<file path="config.mk">
export PLATFORM = sky130hd
export DESIGN_NAME = mul_8bit_seq
export DESIGN_NICKNAME = d
export VERILOG_FILES = /design/src/rtl/mul_pkg.sv /design/src/rtl/add_8bit.sv /design/src/rtl/mul_8bit_seq.sv
export SDC_FILE = /design/constraint.sdc
export NUM_CORES = 1
export LEC_CHECK = 0
export ABC_AREA = 0
export ABC_CLOCK_PERIOD_IN_PS = 4400
export CAP_MARGIN = 5
export CORE_ASPECT_RATIO = 1.4
export CORE_UTILIZATION = 48
export DETAILED_ROUTE_END_ITERATION = 8
export DONT_BUFFER_PORTS = 1
export PLACE_DENSITY = 0.63
export SETUP_SLACK_MARGIN = 0.05
export SYNTH_ARGS = -nofsm -noshare
export SYNTH_HDL_FRONTEND = slang
export SYNTH_SLANG_ARGS = --single-unit
</file>
<file path="constraint.sdc">
create_clock -name clk -period 4.4 [get_ports clk]
set_input_delay 0.44 -clock clk [delete_from_list [all_inputs] [get_ports clk]]
set_output_delay 0.44 -clock clk [all_outputs]
set_load 0.005 [all_outputs]
</file>
<file path="src/rtl/mul_pkg.sv">
// Shared types and widths for the sequential 8x8 multiplier.
package mul_pkg;

  localparam int MUL_W  = 8;
  localparam int PROD_W = 16;

  typedef enum logic [1:0] {
    IDLE = 2'd0,
    CALC = 2'd1,
    DONE = 2'd2
  } mul_state_t;

endpackage

</file>
<file path="src/rtl/add_8bit.sv">
// 8-bit ripple-carry adder: sum = a + b + cin, carry-out on cout.
module add_8bit (
  input  logic [7:0] a,
  input  logic [7:0] b,
  input  logic       cin,
  output logic [7:0] sum,
  output logic       cout
);

  logic [8:0] carry;

  assign carry[0] = cin;

  for (genvar i = 0; i < 8; i++) begin : g_fa
    assign sum[i]     = a[i] ^ b[i] ^ carry[i];
    assign carry[i+1] = (a[i] & b[i]) | (carry[i] & (a[i] ^ b[i]));
  end

  assign cout = carry[8];

endmodule

</file>
<file path="src/rtl/mul_8bit_seq.sv">
// Sequential 8x8 unsigned shift-and-add multiplier, one partial product per clock.
// Optional early exit once the remaining multiplier bits are all zero:
// define MUL_8BIT_SEQ_EARLY_EN to enable it.
//
// state | meaning
// ------+-----------------------------------------------------------
// IDLE  | waiting for an operand pair, in_ready high
// CALC  | one shift-and-add step per clock, 8 steps (fewer with early exit)
// DONE  | product valid, held until out_ready
module mul_8bit_seq
  import mul_pkg::*;
#(
  parameter int WIDTH = MUL_W
) (
  input  logic              clk,
  input  logic              rst_n,
  input  logic              in_valid,
  output logic              in_ready,
  input  logic [WIDTH-1:0]  a,
  input  logic [WIDTH-1:0]  b,
  output logic              out_valid,
  input  logic              out_ready,
  output logic [PROD_W-1:0] product
);

  mul_state_t state, state_nxt;

  logic [7:0]  mcand;
  logic [7:0]  mplr;
  logic [7:0]  acc_hi;
  logic [7:0]  acc_lo;
  logic [2:0]  cnt;

  logic [7:0]  addend;
  logic [7:0]  add_s;
  logic        add_c;
  logic        early;
  logic        last_step;
  logic [15:0] acc_step;

  assign addend = mplr[0] ? mcand : 8'h00;

  add_8bit u_add (
    .a    (acc_hi),
    .b    (addend),
    .cin  (1'b0),
    .sum  (add_s),
    .cout (add_c)
  );

`ifdef MUL_8BIT_SEQ_EARLY_EN
  // No multiplier bits left: the remaining steps would only shift, so do them at once.
  logic [3:0] shamt;
  assign early    = (mplr == 8'h00);
  assign shamt    = 4'd8 - {1'b0, cnt};
  assign acc_step = early ? ({acc_hi, acc_lo} >> shamt)
                          : {add_c, add_s, acc_lo[7:1]};
`else
  assign early    = 1'b0;
  assign acc_step = {add_c, add_s, acc_lo[7:1]};
`endif

  assign last_step = (cnt == 3'd7) || early;

  // State register.
  always_ff @(posedge clk or negedge rst_n) begin
    if (!rst_n) begin
      state <= IDLE;
    end else begin
      state <= state_nxt;
    end
  end

  // Next-state decode and input handshake.
  always_comb begin
    state_nxt = state;
    in_ready  = 1'b0;
    case (state)
      IDLE: begin
        in_ready = 1'b1;
        if (in_valid) state_nxt = CALC;
      end
      CALC: begin
        if (last_step) state_nxt = DONE;
      end
      DONE: begin
        if (out_ready) state_nxt = IDLE;
      end
      default: state_nxt = IDLE;
    endcase
  end

  // Output valid flag, registered so it is high exactly while in DONE.
  always_ff @(posedge clk or negedge rst_n) begin
    if (!rst_n) begin
      out_valid <= 1'b0;
    end else begin
      out_valid <= (state_nxt == DONE);
    end
  end

  // Operand capture and one shift-and-add step per CALC clock.
  always_ff @(posedge clk or negedge rst_n) begin
    if (!rst_n) begin
      mcand  <= 8'h00;
      mplr   <= 8'h00;
      acc_hi <= 8'h00;
      acc_lo <= 8'h00;
      cnt    <= 3'd0;
    end else if (state == IDLE && in_valid) begin
      mcand  <= a;
      mplr   <= b;
      acc_hi <= 8'h00;
      acc_lo <= 8'h00;
      cnt    <= 3'd0;
    end else if (state == CALC) begin
      {acc_hi, acc_lo} <= acc_step;
      mplr             <= mplr >> 1;
      cnt              <= cnt + 3'd1;
    end
  end

  assign product = {acc_hi, acc_lo};

endmodule

</file>
==> flow_metrics.env <==
export IMPL_status="finished, final reports clean"
export IMPL_coreArea_um2=3440
export IMPL_rsz0062_at_grt="no"
export IMPL_synth_top_area_frac=0.539
export IMPL_power_density_nw_per_um2=765
export IMPL_clockBufferDepth=2
export IMPL_yosys_top_cells_area="dfrtp_1, fa_1, a22o_1"
export IMPL_crit_top_cell="fa_1"
export IMPL_num_vias=1121
export IMPL_ys_warn_count=0
export IMPL_layout_min_cycle_time_ps=3670
export IMPL_initial_core_util=0.513
export IMPL_fmax_mhz=272
export IMPL_yosysMostFrequentCell="dfrtp_1"
export IMPL_hpwl_mm=2.17
export IMPL_setup_viol=0
export IMPL_grt_pass1_wl_mm=4.93
export IMPL_grt_antenna_before_repair=0
export IMPL_crit_fanout=9
export IMPL_synth_top_flop_cell="dfrtp_1"
export IMPL_grt_start_max_net_pins=39
export IMPL_synthArstFlopShare=1.00
export IMPL_intPower_w=0.000923
export IMPL_clk_pin_slew_worst_paths_ps=80
export IMPL_cts_made_buffers=5
export IMPL_critPathLaunchType="register"
export IMPL_cp_required_ps=4550
export IMPL_slowest_delay_ps=470
export IMPL_drive_gt1_frac=0.128
export IMPL_cts_max_level=2
export IMPL_grt_pass1_vias=1125
export IMPL_synth_top_cell_by_area="dfrtp_1"
export IMPL_cts_setup_buffers=0
export IMPL_area_delta_synth_final_pct=7.58
export IMPL_port_buffers=0
export IMPL_maxSlewViolCount=0
export IMPL_numClockSinks=38
export IMPL_synthCells=155
export IMPL_clock_skew_ps=5.99
export IMPL_gp_congestion=0.737
export IMPL_clock_latency_ps=290
export IMPL_path_cells="and2_1 > ha_1 > inv_1 > fa_1 > fa_1 > fa_1 > fa_1 > fa_1 > inv_1 > fa_1 > inv_1 > fa_1 > o21ai_0"
export IMPL_path_class="register to register"
export IMPL_root_buffer="clkbuf_8"
export IMPL_switching_share=0.365
export IMPL_crit_slowest_cell="dfrtp_1"
export IMPL_pre_cts_ws_ps=707
export IMPL_drt_pass1_iterations=4
export IMPL_utilization=0.552
export IMPL_ys_ff_latch=38
export IMPL_pwr_share_clk=0.204
export IMPL_post_drt_via_cell_ratio=5.72
export IMPL_hold_violations=0
export IMPL_hold_path_class="primary input to register"
export IMPL_finalCritPeriodShare=0.835
export IMPL_grt_ovfl_total=0
export IMPL_combinationalPowerShare=0.340
export IMPL_ys_seq_area_frac=0.539
export IMPL_worst_slew_pin_slew_ps=809
export IMPL_setup_ws_ps=728
export IMPL_peakVddDrop_v=0.000497
export IMPL_fin_nets=185
export IMPL_die_area_um2=3930
export IMPL_post_synth_cell_area_avg_um2=11.4
export IMPL_synth_edf_count=0
export IMPL_die_x_um=53.3
export IMPL_postRouteAntennaNets=0
export IMPL_rows=25
export IMPL_grt_use_total=0.182
export IMPL_routed_wl_mm=3.03
export IMPL_maxCapViolCount=0
export IMPL_wl_per_cell_um=15.5
export IMPL_timing_hold_ws_ps=237
export IMPL_relSlewSlack=0.459
export IMPL_dr_first_iter_drc_count=34
export IMPL_synth_cell_area_um2=1770
export IMPL_seqPwrFrac=0.456
export IMPL_power_switching_w=0.000530
export IMPL_tritoncts="built"
export IMPL_netlist_top_cells_count="dfrtp_1, nand2_1, nor2_1"
export IMPL_synth_distinct_cells=25
export IMPL_end_kind="register"
export IMPL_arrival_ps=3830
export IMPL_die_y_um=73.8
export IMPL_p_leak_nw=0.827
export IMPL_syn_num_nets=185
export IMPL_drc=0
export IMPL_timing_setup_tns_ps=0
export IMPL_n_antenna_cell=0
export IMPL_ios=38
-- stage by stage --
| stage | power (W) | cells | instance area (um^2) |
|---|---|---|---|
| floorplan | 0.00107 | 155 | 1770 |
| global placement | 0.00114 | 186 | 1760 |
| global route | 0.00158 | 196 | 1900 |
| detailed placement | 0.00117 | 186 | 1760 |
| finish | 0.00145 | 196 | 1900 |
| CTS | 0.00147 | 196 | 1900 |
-- area by class of cell --
class	count	area, um^2
Tap cell	40	50.0
Inverter	11	41.3
Fill cell	313	1540
Sequential cell	38	951
Multi-Input combinational cell	97	713
Clock buffer	5	68.8
Clock inverter	3	45.0
Timing Repair Buffer	2	30.0
-- critical path, delay by kind of cell, from the launching register on --
family                   cells  cell delay, ps
adder cells (fa/ha/maj)      8            2650
AO/OA/AOI/OAI                1              80
buffers and inverters        3             170
AND/OR/NAND/NOR              1             160
flip-flops                   1             470
-- timing repair --
| item | CTS | global route |
|---|---|---|
| hold buffers | 2 | 0 |
| hold endpoints to repair | 38 | 0 |
| resized for setup | 0 | 0 |
-- registers in the layout (all words and copies together) (netlist names) --
signal,flops
out_valid,1
state,2
acc_hi,8
cnt,3
mplr,8
acc_lo,8
mcand,8
-- final timing paths --
kind	endpoint	start	slack, ps	depth (start not counted)
setup / recovery	acc_hi[6]	mplr[0]	730	13
hold / removal	out_valid	out_ready	240	1
setup reg to reg	acc_hi[6]	mplr[0]	730	13
hold reg to reg	cnt[0]	cnt[0]	510	1
max in group asynchronous	mcand[5]	rst_n	3610	2
min in group asynchronous	acc_lo[3]	rst_n	590	2
-- per-layer routing --
metal	global-route usage	vias up	wire, um
met4	0.0877	0	54
met3	0.0766	5	190
met2	0.313	33	1610
met1	0.184	559	1180
met5	0	-	0
li1	-	524	-
-- cell usage in the layout (no fill, tap or decap), drive strengths merged, types with 5 or more instances in the layout --
master  instances
mux2            8
dfrtp          38
inv            10
a22o           11
nor2           17
o22ai           6
clkbuf          5
a211oi          7
fa              7
o21ai           8
nand2          17
-- logic make-up after synthesis --
family	Yosys count	share of synthesized area
AO/OA/AOI/OAI	38	0.154
adder cells (fa/ha/maj)	10	0.101
buffers and inverters	20	0.0574
flip-flops	38	0.539
multiplexers	8	0.0510
AND/OR/NAND/NOR	41	0.0985
-- power groups by stage --
stage          registers [W]  logic (W)  clock network [W]
6_report            0.000663   0.000494           0.000296
3_5_place_dp        0.000671   0.000496                  0
3_3_place_gp        0.000665   0.000473                  0
2_1_floorplan       0.000613   0.000458                  0
5_1_grt             0.000689   0.000574           0.000318
4_1_cts             0.000665   0.000507           0.000300
Note: power is estimated with default switching activity, not from simulation.
